`config.mk`:
```
export PLATFORM = sky130hd
export DESIGN_NAME = riscv_timer
export DESIGN_NICKNAME = d
export VERILOG_FILES = /design/src/rtl/riscv_timer.sv
export SDC_FILE = /design/constraint.sdc
export NUM_CORES = 1
export LEC_CHECK = 0
export BUFFER_PORTS_ARGS = -buffer_cell sky130_fd_sc_hd__buf_4
export CAP_MARGIN = 20
export CORE_ASPECT_RATIO = 0.9
export CORE_MARGIN = 1
export CORE_UTILIZATION = 40
export CTS_BUF_LIST = sky130_fd_sc_hd__clkbuf_16
export DETAILED_ROUTE_END_ITERATION = 10
export PLACE_DENSITY_LB_ADDON = 0.2
export SYNTH_ARGS = -nofsm -noshare
export SYNTH_HDL_FRONTEND = slang
export SYNTH_SLANG_ARGS = --single-unit
```
`constraint.sdc`:
```
create_clock -name clk -period 2.1 [get_ports clk]
set_input_delay 0.42 -clock clk [delete_from_list [all_inputs] [get_ports clk]]
set_output_delay 0.42 -clock clk [all_outputs]
set_load 0.01 [all_outputs]
```
`src/rtl/riscv_timer.sv`:
```
// Memory-mapped prescaled timer/compare slave with a sticky match flag and a level interrupt.
// Counts up to CMP on each prescaler tick, then reloads (periodic) or stops (one-shot).
module riscv_timer #(
    parameter int XLEN    = 32,
    parameter int PRESC_W = 16
) (
    input  logic            clk,
    input  logic            rst,
    input  logic            sel,
    input  logic            enable,
    input  logic            write,
    input  logic [XLEN-1:0] addr,
    input  logic [XLEN-1:0] wdata,
    output logic [XLEN-1:0] rdata,
    output logic            irq
);

    localparam logic [2:0] REG_CTRL   = 3'd0;
    localparam logic [2:0] REG_PRESC  = 3'd1;
    localparam logic [2:0] REG_CNT    = 3'd2;
    localparam logic [2:0] REG_CMP    = 3'd3;
    localparam logic [2:0] REG_STATUS = 3'd4;

    logic               access;
    logic               wr;
    logic               rd;
    logic [2:0]         reg_idx;

    logic               ctrl_en;
    logic               ctrl_periodic;
    logic               ctrl_irqen;
    logic [PRESC_W-1:0] presc;
    logic [PRESC_W-1:0] pc;
    logic [XLEN-1:0]    cnt;
    logic [XLEN-1:0]    cmp;
    logic               pend;

    logic               wr_ctrl;
    logic               wr_presc;
    logic               wr_cnt;
    logic               wr_cmp;
    logic               wr_status;
    logic               tick;
    logic               match;
    logic [XLEN-1:0]    read_val;
    logic               unused_addr_bits;

    assign access  = sel & enable;
    assign wr      = access & write;
    assign rd      = access & ~write;
    assign reg_idx = addr[4:2];

    assign wr_ctrl   = wr & (reg_idx == REG_CTRL);
    assign wr_presc  = wr & (reg_idx == REG_PRESC);
    assign wr_cnt    = wr & (reg_idx == REG_CNT);
    assign wr_cmp    = wr & (reg_idx == REG_CMP);
    assign wr_status = wr & (reg_idx == REG_STATUS);

    assign unused_addr_bits = ^{addr[XLEN-1:5], addr[1:0]};

    // A software write to CNT overrides the tick, so no compare is evaluated in that cycle.
    assign tick  = ctrl_en & (pc == presc);
    assign match = tick & ~wr_cnt & (cnt == cmp);

    assign irq = pend & ctrl_irqen;

    always_comb begin
        read_val = '0;
        case (reg_idx)
            REG_CTRL:   read_val[2:0]         = {ctrl_irqen, ctrl_periodic, ctrl_en};
            REG_PRESC:  read_val[PRESC_W-1:0] = presc;
            REG_CNT:    read_val              = cnt;
            REG_CMP:    read_val              = cmp;
            REG_STATUS: read_val[1:0]         = {ctrl_en, pend};
            default:    read_val              = '0;
        endcase
    end

    // Any CTRL write restarts the prescaler so a fresh enable always begins a full period.
    always_ff @(posedge clk) begin
        if (rst) begin
            pc <= '0;
        end else if (wr_presc || wr_ctrl || !ctrl_en || tick) begin
            pc <= '0;
        end else begin
            pc <= pc + PRESC_W'(1);
        end
    end

    always_ff @(posedge clk) begin
        if (rst) begin
            ctrl_en       <= 1'b0;
            ctrl_periodic <= 1'b0;
            ctrl_irqen    <= 1'b0;
            presc         <= '0;
            cnt           <= '0;
            cmp           <= '0;
            pend          <= 1'b0;
        end else begin
            if (wr_ctrl) begin
                ctrl_en       <= wdata[0];
                ctrl_periodic <= wdata[1];
                ctrl_irqen    <= wdata[2];
            end else if (match && !ctrl_periodic) begin
                ctrl_en <= 1'b0;
            end

            if (wr_presc) begin
                presc <= wdata[PRESC_W-1:0];
            end

            if (wr_cmp) begin
                cmp <= wdata;
            end

            if (wr_cnt) begin
                cnt <= wdata;
            end else if (match) begin
                cnt <= '0;
            end else if (tick) begin
                cnt <= cnt + XLEN'(1);
            end

            // A match in the same cycle as a clear keeps the flag set.
            if (match) begin
                pend <= 1'b1;
            end else if (wr_status && wdata[0]) begin
                pend <= 1'b0;
            end
        end
    end

    always_ff @(posedge clk) begin
        if (rst) begin
            rdata <= '0;
        end else if (rd) begin
            rdata <= read_val;
        end
    end

endmodule
```
==> metrics.txt <==
pin count of the biggest net entering global routing=46; switching portion of total power=0.240; Vias/cell=5.44; failing checks=design-rule violations; final WL=about 20000 um; Total Power=~6000 uW; Post-Place Cell Area=7920 sq um; post-CTS setup buffers=0; Synth Cell Area=between 6000 and 7000 sq um; Max Fclk=approximately 480 MHz; wl on met1=between 9000 and 10000 um; gr ovfl total=0; H-tree levels=4; Pleak=around 0.0031 uW; Port-buffer cells=just over 70; finished layout cell area=approximately 8500 sq um; RSZ-0062 raised after global routing=yes; worst-path cell chain=nand2b_1 -> o2111ai_1 -> buf_4 -> nor4_2 -> nand4_1 -> a211oi_1 -> nor3_1; I/O pins=roughly 100; core footprint=~16000 sq um; CTS clk-pin slew, worst paths=0.06 ns; DRC errors left=10; top-area cell type share of the netlist area=0.390; Mapped Cells=between 800 and 900; WHS=around 0.24 ns; gr usage total=0.240; crit path time final=2.06 ns; CP startpoint kind=register; Reg power frac=0.439; CP Class=reg -> reg; Logic pwr share=0.075; Primary FF master, synth=dfxtp_1; CP Max Fanout=3; Worst Skew=0.00953 ns; Distinct cells, synth=48; Finished Layout Cells=roughly 1200; max layer used=met4; CTS root buf=clkbuf_16; NetSw=~1400 uW; register area share after synthesis=0.390; Setup violations, final=0; Critical-path top delay cell=nor4_2; Detail Route Antenna Nets=0; worst-case clock buffer depth=2; DR iter-0 viols=~640; Worst-Skew Late Latency=roughly 0.43 ns; Num CTS Buffers=17; nature of the critical path endpoint=register; WP data required=roughly 2.4 ns; register area=roughly 2600 sq um; CP Buf/Inv Count=1; CTS tree=yes; Post-synth EDFFs=0; # fillers=1578; Post-synth ARST share=0; Die Height=125 um; Synth Register Bits=approximately 130; Ant. Diodes=0; DP Cell Count=between 1000 and 1500; worst path arrival time=around 2.4 ns; row cnt=between 40 and 50; Slew @ Worst Pin=1.05 ns; Initial Util=0.414; Final Cycle Share=0.983; HPWL after DPL=approximately 14000 um; min-delay src=wdata[21]; syn_nets=around 900; largest cells by area after synthesis=dfxtp_1 (39%), xnor2_1 (7.9%), nand2_1 (7.3%); clock power share=0.485; Max Cap Violations=0; First-pass DRT Iterations=11; Worst Setup SP=pc[11]$_SDFF_PP0_; cell family with most CP delay=simple AND/OR/NAND/NOR gates; Util after Layout=0.521; met3 WL post-DR=about 1300 um; Max Slew Vio Count=0; nets=around 1000; RD Place Congestion=roughly 0.83; vias in the first global route=5793; antenna violations before repair=0; slowest stage delay, CP=between 0.4 and 0.5 ns; share of cells above drive strength 1=0.221; die area=around 17000 sq um; final hold vios=0; Cell Int Power=between 4000 and 5000 uW; Via Count=approximately 6300; global-route wire length before repair=between 30000 and 40000 um; slew margin rel.=0.296; Ys Warns=0; P per Cell Area=between 600 and 700 nW/um^2; Synth area leader=dfxtp_1; Area Growth Syn to Fin=25.8%; Syn Area/Cell=around 8.1 sq um; multi-input combinational cell area=3830 sq um; Die Width=~140 um; Post-CTS Resized=0; CTS sink cnt=around 130; CTS hold repair buffers=0; met2 routed WL=approximately 8800 um; status=complete, but fails checks; reg2reg start=pc[11]$_SDFF_PP0_; average routed wire per standard cell=about 17 um; VDD IR max=~0.00052 V; worst hold path type=in -> reg; most frequent cells after synthesis=dfxtp_1 (132), nand2_1 (132), nor2_1 (76)
==> power by group through the flow <==
stage                     Combinational [uW]  Clock, uW  Sequential [uW]
after floorplan                          212          0             2620
after global placement                   431          0             2610
after detailed placement                 432          0             2610
after CTS                                433       2860             2560
after global routing                     475       2990             2560
final                                    439       2830             2560
==> layout by cell type, fill, tap and decap left out, drive strengths merged, types with 3 or more instances in the layout <==
cell,Yosys,final
o211ai,20,20
mux2,12,12
clkbuf,44,17
nor3,30,30
inv,12,16
nor4,9,9
o22ai,9,9
and3,3,3
o21ai,3,3
a22o,13,13
nand2b,25,25
a221oi,16,16
a22oi,22,22
xnor2,61,61
a21oi,63,63
mux2i,5,5
dfxtp,132,132
buf,25,152
nand2,132,132
and4,3,3
nand3,39,39
nor2b,4,4
mux4,3,3
nor2,77,77
xor2,28,28
clkinv,0,6
nand4,24,24
==> layer usage <==
metal  vias up  track usage
li1       3118            -
met1      2945        0.350
met2       212        0.355
met3        18       0.0448
met4         0       0.0752
met5         -            0
==> final cells by class <==
cell class	instances	area share
Tap cell	207	0.0304
Multi-Input combinational cell	623	0.450
Clock buffer	17	0.0499
Clock inverter	14	0.0147
Timing Repair Buffer	152	0.140
Inverter	12	0.00529
Sequential cell	132	0.310
==> per-stage QoR <==
stage                     TNS, ns  setup WS, ns
after floorplan                 0        0.0244
after global placement    -0.0160       -0.0160
after detailed placement   -0.164       -0.0407
after CTS                       0        0.0613
after global routing      -0.0672       -0.0306
final                           0        0.0357
==> tightest hold or removal path: stages <==
cell and delay (ns):
buf_4 0.11, nand2_1 0.05, a21oi_1 0.05
==> registers in the layout, summed over array words and instances (netlist names) <==
register	count
ctrl_periodic	1
presc	16
pend	1
ctrl_irqen	1
cnt	32
ctrl_en	1
pc	16
rdata	32
cmp	32
==> cell families (layout without fill, tap and decap cells) <==
family | Yosys count | after routing | share of synthesized area
muxes | 20 | 20 | 0.0373
and+or+nand+nor | 355 | 355 | 0.245
DFF | 132 | 132 | 0.390
buffers and inverters | 81 | 195 | 0.0505
AOI/OAI and AO/OA | 157 | 157 | 0.158
xor gates and xnor gates | 89 | 89 | 0.115
adders and majority gates | 2 | 2 | 0.00370
==> worst paths after layout <==
path | slack, ns | end | depth (start not counted)
worst min-delay path | 0.24 | cmp[21]$_SDFFE_PP0P_ | 3
worst max-delay path | 0.04 | ctrl_en$_SDFFE_PP0P_ | 7
worst min register to register | 0.48 | presc[15]$_SDFFE_PP0P_ | 2
worst max register to register | 0.04 | ctrl_en$_SDFFE_PP0P_ | 7
Power figures use the tool's default switching activity.
